`src/rtl/inst_fetch.sv`:
```
// Instruction fetch stage: sequential PC generation, 1-cycle-latency imem requests,
// and {pc, inst} delivery into the downstream queue with a single-entry hold buffer.
module inst_fetch #(
  parameter int unsigned         PC_WIDTH   = 32,
  parameter int unsigned         INST_WIDTH = 32,
  parameter logic [PC_WIDTH-1:0] RESET_PC   = '0,
  parameter int unsigned         CNT_WIDTH  = 32
) (
  input  logic                           clk_i,
  input  logic                           reset_i,
  input  logic                           start_i,
  input  logic                           redirect_valid_i,
  input  logic [PC_WIDTH-1:0]            redirect_pc_i,
  output logic                           imem_req_o,
  output logic [PC_WIDTH-1:0]            imem_addr_o,
  input  logic [INST_WIDTH-1:0]          imem_rdata_i,
  input  logic                           fifo_full_i,
  output logic                           fifo_wr_o,
  output logic [PC_WIDTH+INST_WIDTH-1:0] fifo_data_o,
  output logic [CNT_WIDTH-1:0]           fetch_cnt_o
);

  localparam int unsigned         DATA_W  = PC_WIDTH + INST_WIDTH;
  localparam logic [PC_WIDTH-1:0] PC_STEP = PC_WIDTH'(INST_WIDTH / 8);

  typedef enum logic [1:0] {
    S_IDLE = 2'd0,
    S_RUN  = 2'd1,
    S_HOLD = 2'd2
  } state_e;

  state_e                state_q, state_d;
  logic [PC_WIDTH-1:0]   pc_q, pc_d;
  logic                  pend_q, pend_d;
  logic [PC_WIDTH-1:0]   pend_pc_q, pend_pc_d;
  logic [DATA_W-1:0]     hold_q, hold_d;
  logic [CNT_WIDTH-1:0]  cnt_q, cnt_d;

  logic                  flush;
  logic                  issue;
  logic                  wr;
  logic [DATA_W-1:0]     wr_data;
  logic [DATA_W-1:0]     resp_entry;

  assign flush      = reset_i || redirect_valid_i;
  assign resp_entry = {pend_pc_q, imem_rdata_i};

  // State register; reset drops pending responses and the held entry.
  always_ff @(posedge clk_i) begin
    if (reset_i) begin
      state_q   <= S_IDLE;
      pc_q      <= RESET_PC;
      pend_q    <= 1'b0;
      pend_pc_q <= '0;
      hold_q    <= '0;
      cnt_q     <= '0;
    end else begin
      state_q   <= state_d;
      pc_q      <= pc_d;
      pend_q    <= pend_d;
      pend_pc_q <= pend_pc_d;
      hold_q    <= hold_d;
      cnt_q     <= cnt_d;
    end
  end

  // Next-state, issue and queue-write decisions.
  always_comb begin
    state_d   = state_q;
    pc_d      = pc_q;
    pend_d    = 1'b0;
    pend_pc_d = pend_pc_q;
    hold_d    = hold_q;
    cnt_d     = cnt_q;
    issue     = 1'b0;
    wr        = 1'b0;
    wr_data   = '0;

    if (!flush) begin
      issue = (state_q == S_RUN) && !fifo_full_i;

      // A returning instruction either goes straight to the queue or parks in hold.
      if (pend_q) begin
        if (!fifo_full_i) begin
          wr      = 1'b1;
          wr_data = resp_entry;
        end else begin
          hold_d  = resp_entry;
          state_d = S_HOLD;
        end
      end

      case (state_q)
        S_IDLE: begin
          if (start_i) state_d = S_RUN;
        end
        S_HOLD: begin
          if (!fifo_full_i) begin
            wr      = 1'b1;
            wr_data = hold_q;
            state_d = S_RUN;
          end
        end
        default: ;
      endcase
    end else if (redirect_valid_i) begin
      // Redirect discards in-flight and held work; IDLE is not left by a redirect.
      pc_d   = redirect_pc_i;
      hold_d = '0;
      if (state_q != S_IDLE) state_d = S_RUN;
    end

    if (issue) begin
      pc_d      = pc_q + PC_STEP;
      pend_d    = 1'b1;
      pend_pc_d = pc_q;
    end

    if (wr) cnt_d = cnt_q + CNT_WIDTH'(1);
  end

  assign imem_req_o  = issue;
  assign imem_addr_o = pc_q;
  assign fifo_wr_o   = wr;
  assign fifo_data_o = wr_data;
  assign fetch_cnt_o = cnt_q;

endmodule

```
`config.mk`:
```
export PLATFORM = sky130hd
export DESIGN_NAME = inst_fetch
export DESIGN_NICKNAME = d
export VERILOG_FILES = /design/src/rtl/inst_fetch.sv
export SDC_FILE = /design/constraint.sdc
export NUM_CORES = 1
export LEC_CHECK = 0
export BUFFER_PORTS_ARGS = -buffer_cell sky130_fd_sc_hd__buf_2
export CORE_UTILIZATION = 40
export DETAILED_ROUTE_END_ITERATION = 10
export GPL_ROUTABILITY_DRIVEN = 0
export SLEW_MARGIN = 15
export SYNTH_ARGS = -nofsm -noshare
export SYNTH_HDL_FRONTEND = slang
export SYNTH_SLANG_ARGS = --single-unit
```
`constraint.sdc`:
```
create_clock -name clk_i -period 2.5 [get_ports clk_i]
set_input_delay 0.125 -clock clk_i [delete_from_list [all_inputs] [get_ports clk_i]]
set_output_delay 0.125 -clock clk_i [all_outputs]
set_load 0.05 [all_outputs]
```
==> flow_summary.json <==
{
  "layout_min_cycle_time_ps": 2370,
  "irDropWorstVdd_v": 0.000544,
  "first_pass_iters": 5,
  "p_leak_nw": 3.82,
  "rrSetupSlack_ps": 370,
  "die_y_um": 140,
  "synth_seq_cells": 163,
  "cts_setup_buffers": 0,
  "start_kind": "flop",
  "clkTransAtPathRegs_ps": 60,
  "drt-vias-per-instance": 5.20,
  "dominantRegCellSynth": "dfxtp_1",
  "num_vias": 7925,
  "dpl.hpwl_um": 15000,
  "slowest_stage": "dfxtp_1",
  "ys_seq_area_share_pct": 42.8,
  "yosys_warnings": 0,
  "cts-buffers-inserted": 17,
  "cts_sinks": 163,
  "crit_fanout": 68,
  "syn-instance-count": 1060,
  "final_layout_size_suffix_gt1_share_pct": 20.8,
  "critPathTopFamily": "buffers and inverters",
  "hold_viol_final": 0,
  "timing.setup.tns_ps": 0,
  "rsz0062_at_grt": "no",
  "die_w_um": 140,
  "fill_cells": 1881,
  "p_switching_mw": 1.37,
  "core_mm2": 0.0187,
  "cts_tree": "yes",
  "cts_buffer_depth": 2,
  "routed_wl_um": 23200,
  "min_path_type": "input port to flop",
  "layout_setup_ws_ps": 127,
  "cap_violations": 0,
  "start_util_pct": 40.8,
  "fmax_mhz": 421,
  "routedWlPerCell_um": 15.2,
  "synth_fp_nets": 1131,
  "swShare_pct": 24.5,
  "power.share.clock_pct": 42.9,
  "grt_max_degree": 69,
  "critical_path_class": "flop to output port",
  "relSlewSlack_pct": 49.3,
  "seq_area_mm2": 0.00326,
  "power_frac_comb_pct": 9.0,
  "antenna_cells": 0,
  "grt_pass1_vias": 7231,
  "critPathBufInv": 3,
  "grt_util_all_layers_pct": 23.6,
  "period_share_pct": 94.9,
  "outcome": "finished clean",
  "min_path_cells": 3,
  "cts_root_buf": "clkbuf_16",
  "crit_arrival_ps": 2250,
  "crit_top_cell": "buf_12",
  "area_growth_pct": 30.5,
  "gr-total-overflow": 0,
  "min_to": "imem_addr_o[29]$_SDFFE_PP0P_",
  "portBuffers": 198,
  "r2r_cells": 5,
  "synth_area_mm2": 0.00763,
  "synth-async-reset-ratio_pct": 0,
  "cp_slowest_stage_delay_ps": 470,
  "min_from": "redirect_pc_i[29]",
  "drc_errors": 0,
  "syn_avg_cell_area_um2": 7.20,
  "drtIter0Drc": 606,
  "antenna_found_initial": 0,
  "rr_startpoint": "imem_addr_o[2]$_SDFFE_PP0P_",
  "nets": 1352,
  "drv_slew": 0,
  "clock_latency_ps": 420,
  "intPower_mw": 4.22,
  "synth-edff-count": 0,
  "dp_slack_ps": 407,
  "required_ps": 2380,
  "io_pins": 199,
  "setup_viol": 0,
  "cp_cell_sequence": "and2b_4 > buf_12 > o21ai_4 > buf_12 > a21oi_1 > buf_2",
  "synth.distinct_cells": 56,
  "tightest_slew_ps": 761,
  "multi_input_area_mm2": 0.00405,
  "postRouteAntennaNets": 0,
  "power_density_mw_per_mm2": 562,
  "htree_levels": 4,
  "crit_path_end_kind": "output port",
  "grt_pass1_wl_um": 37300,
  "timing.rr.end": "imem_addr_o[18]$_SDFFE_PP0P_",
  "fin_skew_ps": 8.59,
  "die-area_mm2": 0.0196,
  "num_rows": 50,
  "seqPwrFrac_pct": 48.1
}
-- how the worst max path moves through the flow --
stage	start	end	slack (ps)	cells after the start
after floorplan	imem_addr_o[2]$_SDFFE_PP0P_	imem_addr_o[18]$_SDFFE_PP0P_	70	6
after global placement	imem_addr_o[8]$_SDFFE_PP0P_	imem_addr_o[22]$_SDFFE_PP0P_	430	5
after detailed placement	imem_addr_o[2]$_SDFFE_PP0P_	imem_addr_o[18]$_SDFFE_PP0P_	410	5
after CTS	state_q[1]$_SDFFE_PP0P_	fifo_data_o[47]	60	6
after global routing	state_q[1]$_SDFFE_PP0P_	fifo_data_o[14]	10	6
final	state_q[1]$_SDFFE_PP0P_	fifo_data_o[14]	130	6
-- metal layers --
metal,wire length [um],global-route usage [%],vias to the layer above
met2,10500,37.2,234
met3,1190,3.76,17
met4,237,7.23,0
met1,11400,33.2,3634
li1,-,-,4040
met5,0,0,-
-- synth_stat cells, drive strengths merged (3+ instances only) --
master / instances / area (um2)
xnor2: 20 / 175
buf: 21 / 95.1
nand2: 358 / 1340
a21oi: 196 / 981
or4: 3 / 26.3
nor3: 17 / 101
o22ai: 9 / 56.3
nand4: 17 / 106
nor2: 41 / 154
a31oi: 4 / 25.0
inv: 12 / 45.0
mux2i: 4 / 40.0
a221o: 3 / 30.0
clkbuf: 51 / 191
nand2b: 6 / 37.5
xor2: 13 / 114
nor4: 8 / 50.1
a211oi: 7 / 57.6
o21ai: 16 / 80.1
and4: 8 / 70.1
or3: 19 / 124
and3: 15 / 93.8
or2: 3 / 18.8
nand3: 18 / 100
dfxtp: 163 / 3260
-- tightest hold or removal path: stages --
cell and delay, ps:
buf_2 90, a21oi_1 60, o22ai_1 120
-- placed cells by master, fill, tap and decap left out, types with 16 or more instances in the layout --
cell type / instances
buf_4: 20
dfxtp_1: 163
nand4_1: 17
nand3_1: 16
dlygate4sd3_1: 51
nor2_1: 41
clkbuf_16: 18
buf_2: 196
xnor2_1: 20
a21oi_1: 196
nand2_1: 357
or3_1: 18
-- repair_timing --
item | in CTS | in global routing
endpoints found under the setup margin | 0 | 7
resized for setup | 0 | 2
hold buffers | 51 | 0
endpoints found under the hold margin | 51 | 0
-- cells by family (layout without fill, tap and decap cells) --
logic type,Yosys count,after routing,share of synthesized area [%]
AOI/OAI and AO/OA,252,252,18.2
xor gates and xnor gates,33,33,3.79
adders and majority gates,2,2,0.328
buffers and inverters,85,316,4.39
DFF,163,163,42.8
muxes,4,4,0.525
and+or+nand+nor,521,521,30.0
-- state kept, by name, indices dropped and copies added, names as in the netlist --
name	cells
hold_q	64
fetch_cnt_o	32
imem_addr_o	32
pend_pc_q	32
state_q	2
pend_q	1
-- power by group through the flow --
| stage | clock network (mW) | logic (mW) | registers, mW |
|---|---|---|---|
| after floorplan | 0 | 0.166 | 2.85 |
| after global placement | 0 | 0.437 | 2.75 |
| after detailed placement | 0 | 0.438 | 2.75 |
| after CTS | 2.45 | 0.501 | 2.69 |
| after global routing | 2.55 | 0.539 | 2.70 |
| final | 2.40 | 0.503 | 2.69 |
-- cell type report --
| class | instances | area share (%) |
|---|---|---|
| Multi-Input combinational cell | 812 | 40.7 |
| Inverter | 13 | 0.490 |
| Clock buffer | 23 | 4.70 |
| Sequential cell | 163 | 32.8 |
| Clock inverter | 6 | 0.578 |
| Timing Repair Buffer | 274 | 17.8 |
| Tap cell | 234 | 2.94 |
-- stage by stage --
stage,instances,cell area (um2),power (mW),utilization [%],hold slack (ps)
after floorplan,1060,7630,3.01,-,261
after global placement,1444,8890,3.19,47.5,361
after global routing,1525,9960,5.79,53.2,17.6
final,1525,9960,5.59,53.2,19.1
after CTS,1524,9930,5.65,53.1,2.81
after detailed placement,1444,8890,3.19,47.5,363
No activity file was read; power rests on OpenSTA's default activity.
